File: src/rtl/heart_lives_display_pkg.sv
// Shared graphics definitions for the maze HUD: colour codes, heart sprite geometry
// and the lives FSM state encoding.
package heart_lives_display_pkg;

  localparam logic [2:0] RGB_BLACK = 3'b000;
  localparam logic [2:0] RGB_RED   = 3'b100;

  localparam int unsigned HEART_W   = 25;
  localparam int unsigned HEART_H   = 26;
  localparam int unsigned HEART_COL = 5;

  typedef enum logic [1:0] {
    StAlive = 2'd0,
    StBlink = 2'd1,
    StOver  = 2'd2
  } state_e;

endpackage

File: src/rtl/heart_lives_display_if.sv
// Game-event and pixel-path bundle between the game core / pixel mux and the lives HUD.
interface heart_lives_display_if #(
  parameter int unsigned LW = 2
) ();

  logic          frame_tick;
  logic          life_lost;
  logic          restart;
  logic          video_on;
  logic [9:0]    pix_x;
  logic [9:0]    pix_y;
  logic [LW-1:0] lives;
  logic          game_over;
  logic          graph_on;
  logic [2:0]    graph_rgb;

  modport master (
    output frame_tick, life_lost, restart, video_on, pix_x, pix_y,
    input  lives, game_over, graph_on, graph_rgb
  );

  modport slave (
    input  frame_tick, life_lost, restart, video_on, pix_x, pix_y,
    output lives, game_over, graph_on, graph_rgb
  );

endinterface

File: src/rtl/heart_lives_display_sprite.sv
// Combinational heart shape test: offsets relative to the slot's top-left corner in,
// hit out. Offsets that wrapped below zero land far outside the box and miss.
module heart_lives_display_sprite
  import heart_lives_display_pkg::*;
(
  input  logic [10:0] dx,
  input  logic [10:0] dy,
  output logic        hit
);

  logic [10:0] col;

  always_comb begin
    hit = 1'b0;
    col = '0;
    if (dx < 11'(HEART_W) && dy < 11'(HEART_H)) begin
      col = dx / 11'(HEART_COL);
      case (col)
        11'd0, 11'd4: hit = (dy >= 11'd5) && (dy <= 11'd15);
        11'd1, 11'd3: hit = (dy <= 11'd20);
        11'd2:        hit = (dy >= 11'd5);
        default:      hit = 1'b0;
      endcase
    end
  end

endmodule

File: src/rtl/heart_lives_display.sv
// Lives HUD: tracks the live count with an ALIVE/BLINK/OVER FSM and draws a row of
// heart sprites, blinking the most recently lost one.
module heart_lives_display
  import heart_lives_display_pkg::*;
#(
  parameter int unsigned MAX_LIVES    = 3,
  parameter int unsigned INIT_LIVES   = 3,
  parameter int unsigned ORIGIN_X     = 430,
  parameter int unsigned ORIGIN_Y     = 420,
  parameter int unsigned PITCH        = 30,
  parameter int unsigned BLINK_FRAMES = 16,
  parameter int unsigned BLINK_HALF   = 4,
  parameter logic [2:0]  HEART_RGB    = RGB_RED
) (
  input logic                  clk,
  input logic                  reset,
  heart_lives_display_if.slave bus
);

  localparam int unsigned LW = $clog2(MAX_LIVES + 1);
  localparam int unsigned BW = $clog2(BLINK_FRAMES) + 1;

  localparam state_e        InitState = (INIT_LIVES == 0) ? StOver : StAlive;
  localparam logic [LW-1:0] InitLives = LW'(INIT_LIVES);
  localparam logic [BW-1:0] BlinkLast = BW'(BLINK_FRAMES - 1);

  state_e        state_q, state_d;
  logic [LW-1:0] lives_q, lives_d;
  logic [BW-1:0] blink_q, blink_d;

  logic [MAX_LIVES-1:0] hit;
  logic [MAX_LIVES-1:0] slot_en;
  logic                 blink_show;
  int unsigned          blink_phase;

  always_ff @(posedge clk) begin
    if (reset) begin
      state_q <= InitState;
      lives_q <= InitLives;
      blink_q <= '0;
    end else begin
      state_q <= state_d;
      lives_q <= lives_d;
      blink_q <= blink_d;
    end
  end

  always_comb begin
    state_d = state_q;
    lives_d = lives_q;
    blink_d = blink_q;
    if (bus.restart) begin
      state_d = InitState;
      lives_d = InitLives;
      blink_d = '0;
    end else begin
      case (state_q)
        StAlive: begin
          if (bus.life_lost && lives_q != '0) begin
            lives_d = lives_q - 1'b1;
            blink_d = '0;
            state_d = StBlink;
          end
        end
        StBlink: begin
          if (bus.frame_tick) begin
            // The last blink frame leaves BLINK; the counter parks at its maximum.
            if (blink_q == BlinkLast) begin
              state_d = (lives_q == '0) ? StOver : StAlive;
            end else begin
              blink_d = blink_q + 1'b1;
            end
          end
        end
        StOver:  state_d = StOver;
        default: state_d = InitState;
      endcase
    end
  end

  for (genvar k = 0; k < MAX_LIVES; k++) begin : g_slot
    localparam logic [10:0] SlotX = 11'(ORIGIN_X + k * PITCH);
    logic [10:0] dx;
    logic [10:0] dy;

    assign dx = {1'b0, bus.pix_x} - SlotX;
    assign dy = {1'b0, bus.pix_y} - 11'(ORIGIN_Y);

    heart_lives_display_sprite u_sprite (
      .dx  (dx),
      .dy  (dy),
      .hit (hit[k])
    );
  end

  always_comb begin
    blink_phase   = 32'(blink_q) / BLINK_HALF;
    blink_show    = (blink_phase % 2) == 0;
    bus.lives     = lives_q;
    bus.game_over = (state_q == StOver);
    for (int k = 0; k < MAX_LIVES; k++) begin
      // Slot at index lives is the heart just lost; it only exists while blinking.
      slot_en[k] = (LW'(k) < lives_q) ||
                   ((LW'(k) == lives_q) && (state_q == StBlink) && blink_show);
    end
    bus.graph_on  = bus.video_on && |(hit & slot_en);
    bus.graph_rgb = bus.graph_on ? HEART_RGB : RGB_BLACK;
  end

endmodule

File: src/flat_wrapper.sv
// flat-port wrapper written by rule: the top's interface ports become plain ports
module heart_lives_display_flat import heart_lives_display_pkg::*;
#(
  parameter int unsigned MAX_LIVES    = 3,
  parameter int unsigned INIT_LIVES   = 3,
  parameter int unsigned ORIGIN_X     = 430,
  parameter int unsigned ORIGIN_Y     = 420,
  parameter int unsigned PITCH        = 30,
  parameter int unsigned BLINK_FRAMES = 16,
  parameter int unsigned BLINK_HALF   = 4,
  parameter logic [2:0]  HEART_RGB    = RGB_RED
)
  (clk, reset, bus_frame_tick, bus_life_lost, bus_restart, bus_video_on, bus_pix_x, bus_pix_y, bus_lives, bus_game_over, bus_graph_on, bus_graph_rgb);
  heart_lives_display_if #(.LW(2)) bus_i ();
  input logic clk;
  input logic reset;
  input wire logic [$bits(bus_i.frame_tick)-1:0] bus_frame_tick;
  input wire logic [$bits(bus_i.life_lost)-1:0] bus_life_lost;
  input wire logic [$bits(bus_i.restart)-1:0] bus_restart;
  input wire logic [$bits(bus_i.video_on)-1:0] bus_video_on;
  input wire logic [$bits(bus_i.pix_x)-1:0] bus_pix_x;
  input wire logic [$bits(bus_i.pix_y)-1:0] bus_pix_y;
  output wire logic [$bits(bus_i.lives)-1:0] bus_lives;
  output wire logic [$bits(bus_i.game_over)-1:0] bus_game_over;
  output wire logic [$bits(bus_i.graph_on)-1:0] bus_graph_on;
  output wire logic [$bits(bus_i.graph_rgb)-1:0] bus_graph_rgb;
  assign bus_i.frame_tick = bus_frame_tick;
  assign bus_i.life_lost = bus_life_lost;
  assign bus_i.restart = bus_restart;
  assign bus_i.video_on = bus_video_on;
  assign bus_i.pix_x = bus_pix_x;
  assign bus_i.pix_y = bus_pix_y;
  assign bus_lives = bus_i.lives;
  assign bus_game_over = bus_i.game_over;
  assign bus_graph_on = bus_i.graph_on;
  assign bus_graph_rgb = bus_i.graph_rgb;
  heart_lives_display #(.MAX_LIVES(MAX_LIVES), .INIT_LIVES(INIT_LIVES), .ORIGIN_X(ORIGIN_X), .ORIGIN_Y(ORIGIN_Y), .PITCH(PITCH), .BLINK_FRAMES(BLINK_FRAMES), .BLINK_HALF(BLINK_HALF), .HEART_RGB(HEART_RGB)) u_core (.clk(clk), .reset(reset), .bus(bus_i));
endmodule
File: config.mk
export PLATFORM = sky130hd
export DESIGN_NAME = heart_lives_display_flat
export DESIGN_NICKNAME = d
export VERILOG_FILES = /design/src/rtl/heart_lives_display_pkg.sv /design/src/rtl/heart_lives_display_if.sv /design/src/rtl/heart_lives_display_sprite.sv /design/src/rtl/heart_lives_display.sv /design/src/flat_wrapper.sv
export SDC_FILE = /design/constraint.sdc
export NUM_CORES = 1
export LEC_CHECK = 0
export CAP_MARGIN = 20
export CORE_ASPECT_RATIO = 1.2
export CORE_MARGIN = 2
export CORE_UTILIZATION = 40
export DETAILED_ROUTE_END_ITERATION = 10
export PLACE_DENSITY = 0.66
export SLEW_MARGIN = 20
export SYNTH_ARGS = -nofsm -noshare
export SYNTH_HDL_FRONTEND = slang
export SYNTH_SLANG_ARGS = --single-unit
File: constraint.sdc
create_clock -name clk -period 11 [get_ports clk]
set_clock_uncertainty 0.2 [all_clocks]
set_input_delay 1.1 -clock clk [delete_from_list [all_inputs] [get_ports clk]]
set_output_delay 1.1 -clock clk [all_outputs]
set_load 0.02 [all_outputs]
==> results of run 1 <==
==> final cells by class <==
class                      instances  share of cell area
clock buffer                       4             0.00978
inverter                          28              0.0130
multi-input combinational        970               0.835
sequential                         9              0.0223
tap                              220              0.0341
timing repair buffer              82              0.0857
==> through the flow <==
step	setup slack, ns	hold slack [ns]	utilization
6_report	0.409	0.306	0.464
5_1_grt	-0.0705	0.342	0.464
4_1_cts	0.185	0.313	0.450
3_5_place_dp	0.222	0.295	0.446
3_3_place_gp	0.202	0.294	0.446
2_1_floorplan	1.93	0.271	-
==> repair_timing <==
item / CTS / global route
setup endpoints to repair: 0 / 2
buffers inserted: 0 / 1
resized for setup: 0 / 46
==> worst paths after layout <==
kind / from / end / cells after the start
max: bus_pix_x[2] / bus_graph_on / 29
min: u_core.blink_q[3] / u_core.blink_q[3] / 2
max reg2reg: u_core.blink_q[0] / u_core.blink_q[3] / 9
min reg2reg: u_core.blink_q[3] / u_core.blink_q[3] / 2
==> state kept, by name, summed over array words and instances (netlist names) <==
register / count
u_core.state_q: 2
u_core.bus.lives: 2
u_core.blink_q: 5
==> synth_stat cells, drive strengths merged, types with 10 or more instances <==
library cell / n / area share
a211o: 11 / 0.014
a211oi: 23 / 0.031
a21boi: 10 / 0.011
a21o: 12 / 0.013
a21oi: 87 / 0.062
a31o: 10 / 0.012
a31oi: 21 / 0.019
and2: 18 / 0.016
and3: 15 / 0.013
buf: 31 / 0.024
clkbuf: 26 / 0.014
ha: 26 / 0.046
inv: 28 / 0.015
mux2i: 20 / 0.028
nand2: 93 / 0.050
nand2b: 26 / 0.023
nand3: 34 / 0.024
nand4: 13 / 0.012
nor2: 106 / 0.057
nor2b: 19 / 0.017
nor3: 35 / 0.026
nor4: 12 / 0.013
o211ai: 33 / 0.037
o21a: 16 / 0.017
o21ai: 65 / 0.047
o22ai: 13 / 0.012
o31ai: 13 / 0.017
or2: 14 / 0.012
or3: 19 / 0.017
xnor2: 44 / 0.055
xor2: 12 / 0.015
==> power groups by stage <==
stage                     logic (mW)  clock network (mW)  registers [mW]
final                           1.13              0.0651          0.0344
after global routing            1.24              0.0670          0.0345
after CTS                       1.09              0.0655          0.0344
after detailed placement        1.08                   0          0.0349
after global placement          1.08                   0          0.0349
after floorplan                0.842                   0          0.0352
==> cells by family after synthesis <==
family / Yosys count / synth area share
adder cells (fa/ha/maj): 28 / 0.0490
other: 1 / 0.000532
AND/OR/NAND/NOR: 435 / 0.319
XOR/XNOR: 56 / 0.0696
multiplexers: 24 / 0.0348
AO/OA/AOI/OAI: 425 / 0.448
flip-flops: 9 / 0.0256
buffers and inverters: 85 / 0.0526
==> per-layer routing <==
metal,vias to the layer above,wire length (microns)
met5,-,0
met3,68,1480
met2,360,11400
met1,4103,10300
met4,0,741
li1,4169,-
==> worst register-to-register path, cell delays in order, from the launching register on <==
cell and delay, ns:
dfxtp_1 0.32, ha_1 0.22, and3_1 0.20, ha_1 0.21, inv_1 0.06, a31oi_1 0.09, nor2_1 0.32, nand4_1 0.17
xor2_1 0.17, nor2_1 0.05
==> placed cells by master, fill, tap and decap left out, types with 16 or more instances in the layout <==
cell type | Yosys | final
or3_1 | 19 | 19
nand2_1 | 93 | 93
o211ai_1 | 30 | 30
nand3_1 | 34 | 34
mux2i_1 | 20 | 19
nand2b_1 | 26 | 26
a21oi_1 | 86 | 82
buf_4 | 5 | 52
o21ai_0 | 52 | 46
a31oi_1 | 21 | 20
nor2b_1 | 19 | 18
and2_1 | 16 | 17
clkdlybuf4s50_1 | 0 | 30
ha_1 | 26 | 24
nor3_1 | 34 | 33
inv_1 | 26 | 26
o21ai_1 | 11 | 16
nor2_1 | 105 | 104
xnor2_1 | 44 | 42
==> impl_metrics.ini, run 1 <==
[grt]
grt-busiest-layer = met2
antenna_found_initial = 0
grt_start_max_net_pins = 23
grt_util_met3 = 0.0183
overflow = 0
grt_pass1_wl_microns = 38700
grt_pass1_vias = 7939
met2_usage = 0.416
grt.total_usage = 0.240
grt_use_met1 = 0.316

[critical_path]
r2r_slack_ns = 8.88
critical-path-slowest-cell = o311ai_0
crit_fanout = 8
critPathLaunchType = input port
crit_buf_inv = 5
required_ns = 9.70
cpPeakStageDelay_ns = 0.62
worstPathArrival_ns = 9.29
cp_common_cell = a21oi_1
worst_path_dominant_cell_family = compound AO/OA/AOI/OAI gates
path_class = in -> out
endpoint_kind = primary output

[pwr]
p_per_area_nw_per_um2 = 152
intPower_mw = 0.541
comb_power_share = 0.919
switching_share = 0.559
power_frac_seq = 0.028
power.switching_mw = 0.686
pwr-share-clk = 0.053
finalPower_mw = 1.23
vdd_drop_max_mv = 0.0735
p_leak_nw = 3.00

[yosys]
synth-async-reset-ratio = 0
ys_seq_area_frac = 0.0256
synth_edf_count = 0
ys.flop_type = dfxtp_1
ys_ff_latch = 9
syn_inst = 1063
ys_types = 109
syn_avg_cell_area_sq_um = 6.63
synth_area_sq_um = 7050
synth_warnings = 0

[place]
place_hpwl_microns = 18700
port_buffers = 30
placed_cells = 1308
place_congestion = 0.983
place_area_sq_um = 7740

[die]
start_util = 0.406
die_width_microns = 125
ioPinCount = 33
num_rows = 53
dieArea_sq_um = 18700
chipHeight_microns = 149
core-area_sq_um = 17400

[layout]
drive_gt1_frac = 0.133
final_nets = 1146
fin_area_sq_um = 8060
antennaDiodeCount = 0
ff_latch_area_sq_um = 180
finalNonFillerCells = 1313
multi_input_area_sq_um = 6730
nFillCells = 1797
syn2layout_area_growth_pct = 14.4

[route]
vias = 8700
initialDrtViolationCount = 937
drcViolationCount = 0
routed_wl_microns = 24000
ant_nets = 0
vias_per_cell = 6.63
routedWlPerCell_microns = 18.3
firstDrtPassIters = 6

[min_path]
hp-class = reg -> reg

[timing]
worst_slew_pin_slew_ns = 0.790
final-setup-viol-count = 0
period_share = 0.963
fin_tns_setup_ns = 0
slew_headroom = 0.471
layout_min_cycle_time_ns = 10.59
finalMaxSlewViolations = 0
max_freq_mhz = 94.4
final_hold_viol_count = 0

[clocking]
root_buffer = clkbuf_16
clk_path_buf_depth = 2
cts_tree = built
cts_htree_levels = 1
cts.sinks = 9
clock_latency_ns = 0.24
cts-buffers-inserted = 3
postCtsHoldBufs = 0
clkTransAtPathRegs_ns = 0.04

[run]
cap_violations = 0

[outcome]
status = finished clean
No activity file was read; power rests on OpenSTA's default activity.
==> inputs of run 2 (changes only) <==
Settings changed: GPL_TIMING_DRIVEN set to 0, RECOVER_POWER set to 25, SKIP_CTS_REPAIR_TIMING set to 1.
==> impl_metrics.ini, run 2 (synthesized netlist as in run 1, its figures left out) <==
[die]
dieArea_sq_um = 18700
core-area_sq_um = 17400
ioPinCount = 33
start_util = 0.406
die_width_microns = 125
num_rows = 53
chipHeight_microns = 149

[critical_path]
crit_fanout = 10
cp-startpoint = bus_pix_x[3]
required_ns = 9.70
crit_buf_inv = 7
cp_common_cell = a211oi_4
cpPeakStageDelay_ns = 0.59
critical-path-slowest-cell = clkdlybuf4s50_1
cp-endpoint = bus_graph_rgb[2]
path_class = in -> out
endpoint_kind = primary output
worstPathArrival_ns = 9.33
r2r-start = u_core.blink_q[0]
r2r_slack_ns = 8.94
reg2reg_depth = 9
worst_path_dominant_cell_family = compound AO/OA/AOI/OAI gates
r2r_end = u_core.blink_q[3]
critPathLaunchType = input port
cp_num_cells = 32

[route]
ant_nets = 0
firstDrtPassIters = 6
vias = 8683
drcViolationCount = 0
routed_wl_microns = 24100
vias_per_cell = 6.55
initialDrtViolationCount = 751
routedWlPerCell_microns = 18.1

[layout]
largest_register = u_core.blink_q
antennaDiodeCount = 0
nFillCells = 1776
ff_latch_area_sq_um = 180
finalNonFillerCells = 1326
multi_input_area_sq_um = 6910
largest_register_ffs = 5
final_common_cell = nor2_1
final_nets = 1159
drive_gt1_frac = 0.153
most-common-layout-cells = nor2_1 (104), nand2_1 (93), a21oi_1 (84)
syn2layout_area_growth_pct = 16.3

[outcome]
status = finished clean

[place]
place_hpwl_microns = 18600
port_buffers = 28
placed_cells = 1312
place_congestion = 0.983

[grt]
grt.total_usage = 0.239
antenna_found_initial = 0
grt_start_max_net_pins = 11
overflow = 0
grt_pass1_vias = 8051
grt_pass1_wl_microns = 38600

[timing]
slew_headroom = 0.352
worst_slew_pin_slew_ns = 0.965
finalMaxSlewViolations = 0
final-setup-viol-count = 0
final_hold_viol_count = 0
period_share = 0.966
layout_min_cycle_time_ns = 10.63
max_freq_mhz = 94.1
fin_tns_setup_ns = 0

[pwr]
p_leak_nw = 3.04
vdd_drop_max_mv = 0.0826
p_per_area_nw_per_um2 = 152

[clocking]
clock_latency_ns = 0.23
cts_tree = built
cts_htree_levels = 1
clk_path_buf_depth = 2
cts.sinks = 9
root_buffer = clkbuf_16
clkTransAtPathRegs_ns = 0.04
cts-buffers-inserted = 3

[min_path]
hp-class = reg -> reg

[run]
cap_violations = 0
-- run 2: how the worst min path moves through the flow --
stage / startpoint / endpoint / slack (ns) / cells after the start
after CTS: u_core.blink_q[3] / u_core.blink_q[3] / 0.31 / 2
after global placement: u_core.blink_q[3] / u_core.blink_q[3] / 0.29 / 2
after global routing: u_core.blink_q[3] / u_core.blink_q[3] / 0.34 / 2
after floorplan: u_core.blink_q[3] / u_core.blink_q[3] / 0.27 / 2
final: u_core.blink_q[3] / u_core.blink_q[3] / 0.30 / 2
after detailed placement: u_core.blink_q[3] / u_core.blink_q[3] / 0.29 / 2
-- run 2: area by class of cell --
class | count | area share
multi-input combinational | 970 | 0.843
clock buffer | 3 | 0.00916
tap | 220 | 0.0336
inverter | 28 | 0.0137
clock inverter | 1 | 0.000611
buffer | 53 | 0.0318
timing repair buffer | 42 | 0.0464
sequential | 9 | 0.0220
-- run 2: report_power, final --
part | leakage, nW | switching, mW | internal (mW)
clock network | 0.0409 | 0.0161 | 0.0479
registers | 0.0730 | 0.000834 | 0.0335
logic | 2.92 | 0.687 | 0.460
total | 3.04 | 0.704 | 0.542
-- run 2: worst reg2reg max path, stage by stage (launching register included) --
cell and delay, ns:
dfxtp_1 0.32, ha_1 0.21, and3_1 0.19, ha_1 0.21, inv_1 0.06, a31oi_1 0.09
nor2_1 0.31, nand4_1 0.16, xor2_1 0.15, nor2_1 0.05
-- run 2: routing by layer --
layer,vias up,wire [microns],global-route usage
li1,4194,-,-
met1,4060,9960,0.295
met2,360,11700,0.436
met3,69,1480,0.0151
met4,0,876,0.0928
met5,-,0,0
-- run 2: through the flow --
step | cell area [sq um] | power, mW | hold WS (ns) | setup slack [ns] | util
2_1_floorplan | 7050 | 0.877 | 0.271 | 1.93 | -
3_3_place_gp | 7600 | 1.07 | 0.294 | -0.539 | 0.438
3_5_place_dp | 7600 | 1.08 | 0.295 | -0.563 | 0.438
4_1_cts | 7680 | 1.15 | 0.307 | -0.618 | 0.442
5_1_grt | 8200 | 1.35 | 0.340 | -0.111 | 0.472
6_report | 8200 | 1.25 | 0.303 | 0.375 | 0.472
==> RTL edit 1 (config.mk and constraints of run 1) <==
Reset style: asynchronous (`reset`), changed in one clocked block.
--- a/src/rtl/heart_lives_display.sv
+++ b/src/rtl/heart_lives_display.sv
@@ -34,5 +34,5 @@
   int unsigned          blink_phase;
 
-  always_ff @(posedge clk) begin
+  always_ff @(posedge clk or posedge reset) begin
     if (reset) begin
       state_q <= InitState;
Formal check against the unedited RTL: differs if reset is asserted again (counterexample within 4 cycles, from zero or initial values and one cycle with reset high); with reset held inactive, the same outputs for 10 cycles.
==> RTL edit 1 against run 1 <==
  * Synthesized area rose by 1.4%
  * Power fell by 5.5%
  * Register-to-register slack got worse by 20 ps
  * Critical endpoint is now bus_graph_rgb[2]
  * Sequential cell count did not move
  * Setup slack improved by 350 ps
  * Routed wire length fell by 1.6%
  * Final area fell by 2.4%
  * Critical path depth rose by 1
  * Clock power fell by 1%
==> RTL edit 1: results (changes against run 1) <==
GRT
  – First-pass GRT wire length: 38,430 um (-0.62%)
  – Met3 usage: 0.02594 (+0.007649)
  – Largest net degree at the start of global routing: 27 (+17%)
  – Grt met2 use: 0.4145 (-0.001516)
  – Vias in the first global route: 7,933 (-0.076%)

Drt
  – M1 WL: 10,220 um (-1.1%)
  – Routed met2 length: 11,330 um (-0.62%)
  – Routed WL per cell: 17.96 um (-1.6%)
  – WL met3: 1249 um (-15%)
  – Vias per cell: 6.655 (+0.44%)
  – Drt pass-1 iters: 5 (-1)
  – Vias: 8,738 (+0.44%)

Pwr
  – Clock share of power: 0.055 (+0.002)
  – Max VDD drop: 104.1 uV (+42%)
  – LEAKAGE: 2.913 nW (-2.8%)
  – Internal: 0.5032 mW (-7.0%)
  – Pwr Total: 1.159 mW (-5.5%)
  – Register share of total power: 0.033 (+0.005)

Yosys
  – Asr flop ratio synth: 1.000 (+1.000)
  – Gate Count Post-Synth: 1,075 (+1.1%)
  – Post-synth top cells: 104 x nor2_1, 102 x nand2_1, 75 x a21oi_1
  – Dominant cells by area after synthesis: nor2_1 5.5%, nand2_1 5.4%, a21oi_1 5.3%
  – Sequential area share after synthesis: 0.03186 (+0.006290)

Cells and area
  – Logic inverters: 32 (+14%)
  – Multi-input gates: 980 (+1.0%)
  – Clk cell area share: 0.01002 (+0.0002409)
  – Non-clock buffers: 68 (-17%)
  – Layout cells sized above 1: 0.1180 (-0.01464)
  – Non-clock buffer share: 0.07537 (-0.01029)
  – Fill cell count: 1,897 (+5.6%)

Worst setup path
  – Slowest cell on crit path: clkdlybuf4s50_1
  – Reg-to-reg slack, setup: 8860 ps (-20 ps)
  – Crit path to: bus_graph_rgb[2]
  – Reg-to-reg critical path startpoint: u_core.blink_q[0]
  – Max Fanout on Critical Path: 12 (+4)
  – WP data arrival: 8940 ps (-350 ps)
  – Reg2Reg Depth: 8 (-1)
  – Crit path largest cell delay: 520 ps (-100 ps)
  – Worst setup path start: bus_pix_x[1]
  – Crit Reg-Reg Endpoint: u_core.blink_q[0]

Clock tree
  – Skew-Pair Late Insertion Delay: between 200 and 250 ps

Die
  – Die Footprint: 18,960 um^2 (+1.4%)

Placement
  – Worst slack, placed: 322.3 ps (+100.4 ps)
  – Dpl cell area: 7720 um^2 (-0.29%)
  – Final Wtd Congestion: 0.9937 (+1.1%)
  – Detailed-placement wirelength estimate: 18,660 um (about the same)
  – Placed Cells: 1,309 (+0.076%)

STA
  – Maximum clock rate: 97.68 MHz (+3.4%)
  – Worst slew pin tran: 822.5 ps (+32.02 ps)

Outcome
  – Status: finished, final reports clean

Worst hold path
  – Worst hold start: u_core.blink_q[4]
  – Hold Path End: u_core.blink_q[4]
[RTL edit 1: cell types whose count changed after synthesis, sizes merged, moves of 6 or more]
| cell | before | now |
|---|---|---|
| o21a | 16 | 7 |
| nor3 | 35 | 45 |
| o21ai | 65 | 79 |
| o2111ai | 8 | 14 |
| dfxtp | 9 | 0 |
| a21oi | 87 | 77 |
| nand2 | 93 | 105 |
| o31ai | 13 | 7 |
| nor2b | 19 | 11 |
| dfrtp | 0 | 7 |
| a221o | 7 | 1 |
| o211ai | 33 | 27 |
[RTL edit 1: kinds of logic after synthesis]
logic type	after synthesis	synth area share
AND/OR/NAND/NOR	466	0.3417
AO/OA/AOI/OAI	402	0.4104
adder cells (fa/ha/maj)	26	0.04552
buffers and inverters	87	0.05760
flip-flops	9	0.03186
multiplexers	30	0.04412
XOR/XNOR	54	0.06828
other	1	0.0005247
==> RTL edit 2 (config.mk and constraints of run 1) <==
Without the edit above. `BLINK_FRAMES` is set to 16 in 2 places; all go to 64.
--- a/src/rtl/heart_lives_display.sv
+++ b/src/rtl/heart_lives_display.sv
@@ -9,5 +9,5 @@
   parameter int unsigned ORIGIN_Y     = 420,
   parameter int unsigned PITCH        = 30,
-  parameter int unsigned BLINK_FRAMES = 16,
+  parameter int unsigned BLINK_FRAMES = 64,
   parameter int unsigned BLINK_HALF   = 4,
   parameter logic [2:0]  HEART_RGB    = RGB_RED
--- a/src/flat_wrapper.sv
+++ b/src/flat_wrapper.sv
@@ -7,5 +7,5 @@
   parameter int unsigned ORIGIN_Y     = 420,
   parameter int unsigned PITCH        = 30,
-  parameter int unsigned BLINK_FRAMES = 16,
+  parameter int unsigned BLINK_FRAMES = 64,
   parameter int unsigned BLINK_HALF   = 4,
   parameter logic [2:0]  HEART_RGB    = RGB_RED
Function: same outputs for any inputs over 10 cycles, from zero or initial values; that may be too few to reach the edited logic, so the function may still have changed.
==> RTL edit 2 against run 1 <==
  * Sequential cell count up 2
  * Power rose by 2.8%
  * Via count is 5.0% higher
  * Sequential power rose by 21%
  * Non-clock buffer count shrank 3
  * Setup slack better by 280 ps
  * Synthesized area is 7.9% higher
  * Final area rose by 7.0%
  * First-iteration DRC count shrank 5.8%
  * Sequential share of layout area is 0.32 points higher
  * Synthesized cell count up 3.8%
  * Routed wire length up 4.0%
  * Critical path type unchanged
  * Highest routed layer unchanged
==> RTL edit 2: results (changes against run 1) <==
Worst setup path
  – Crit Reg-Reg Endpoint: u_core.blink_q[4]
  – Reg2Reg Depth: 10 (+1)
  – Reg-to-reg slack, setup: 8760 ps (-120 ps)
  – WP data arrival: 9010 ps (-280 ps)
  – Reg-to-reg critical path startpoint: u_core.bus.lives[1]
  – Slowest cell on crit path: or4_1

Placement
  – Final Wtd Congestion: 0.9860 (+0.36%)
  – Detailed-placement wirelength estimate: 19,580 um (+4.9%)

GRT
  – Grt met2 use: 0.4114 (-0.004664)
  – Largest net degree at the start of global routing: 22 (-4.3%)
  – Met1 GRT Util: 0.3069 (-0.008703)
  – GRT Overall Usage: 0.2323 (-0.007601)
  – First-pass GRT wire length: 40,050 um (+3.6%)
  – Met3 usage: 0.01479 (-0.003506)
  – Vias in the first global route: 8,209 (+3.4%)

Yosys
  – XOR/XNOR Fraction of Synth Area: 0.06453 (-0.005088)
  – Post-synth top cells: 103 x nand2_1, 96 x nor2_1, 73 x a21oi_1
  – Sequential area share after synthesis: 0.02897 (+0.003398)
  – Mux cell area share after synthesis: 0.03918 (+0.004370)
  – Dominant cells by area after synthesis: nand2_1 5.1%, xnor2_1 5.0%, a21oi_1 4.8%
  – Synth Area in Compound Gates: 0.4756 (+0.02714)

Cells and area
  – Multi-input gates: 1,010 (+4.1%)
  – Multi-input gate share of total cell area: 0.8365 (+0.001436)
  – Layout cells sized above 1: 0.1625 (+0.02988)
  – Largest register FFs: 7 (+2)
  – Non-clock buffers: 79 (-3.7%)
  – Fill cell count: 1,959 (+9.0%)
  – Seq area share: 0.02554 (+0.003190)
  – Clk cell area share: 0.009286 (-0.0004904)

Worst hold path
  – Hold Path End: u_core.blink_q[6]
  – Worst hold start: u_core.blink_q[6]

Clock tree
  – Post-CTS Resized: 1 (+1)
  – CTS root buf: clkbuf_16
  – Skew-Pair Late Insertion Delay: 240 ps (about the same)

Pwr
  – Sequential power: 0.0416 mW (+21%)
  – LEAKAGE: 3.041 nW (+1.5%)
  – Register share of total power: 0.033 (+0.005)
  – Clk power: 0.0656 mW (+0.8%)
  – Internal: 0.5546 mW (+2.5%)

STA
  – Min Hold Slack: 248.5 ps (-57.89 ps)
  – Slew HR: 0.2625 (-0.2089)

Drt
  – Routed met2 length: 12,270 um (+7.5%)
  – WL met3: 1347 um (-8.9%)
  – DRC marker count from the first detailed-route iteration: 883 (-5.8%)
  – Vias per cell: 6.584 (-0.64%)
  – M1 WL: 10,820 um (+4.6%)
  – WL final: 24,930 um (+4.0%)
  – Drt pass-1 iters: 5 (-1)

Outcome
  – Status: finished, final reports clean
## RTL edit 2: changes by cell type after synthesis, sizes merged, moves of 7 or more
cell / change
o311a: +7
o2bb2ai: +8
nor3: +13
nand2: +11
nand2b: -12
o21ai: +7
o211ai: -9
and3: -8
nand3: +18
mux2: +7
a21boi: +9
nor2: -9
a21oi: -10
## RTL edit 2: stage by stage
step | worst slack [ps] | utilization | cells | area (um^2)
2_1_floorplan | 1112 | - | 1104 | 7605
3_3_place_gp | 60.59 | 0.4400 | 1376 | 8237
3_5_place_dp | 13.05 | 0.4400 | 1376 | 8237
4_1_cts | 16.39 | 0.4444 | 1380 | 8318
5_1_grt | 292.8 | 0.4607 | 1388 | 8623
6_report | 691.8 | 0.4607 | 1388 | 8623
## RTL edit 2: worst max-delay path: cells and delay by family
| family | cells | cell delay (ps) |
|---|---|---|
| buf+inv | 4 | 1100 |
| fa+ha+maj | 2 | 640 |
| simple gates | 4 | 1090 |
| compound gates | 21 | 5060 |
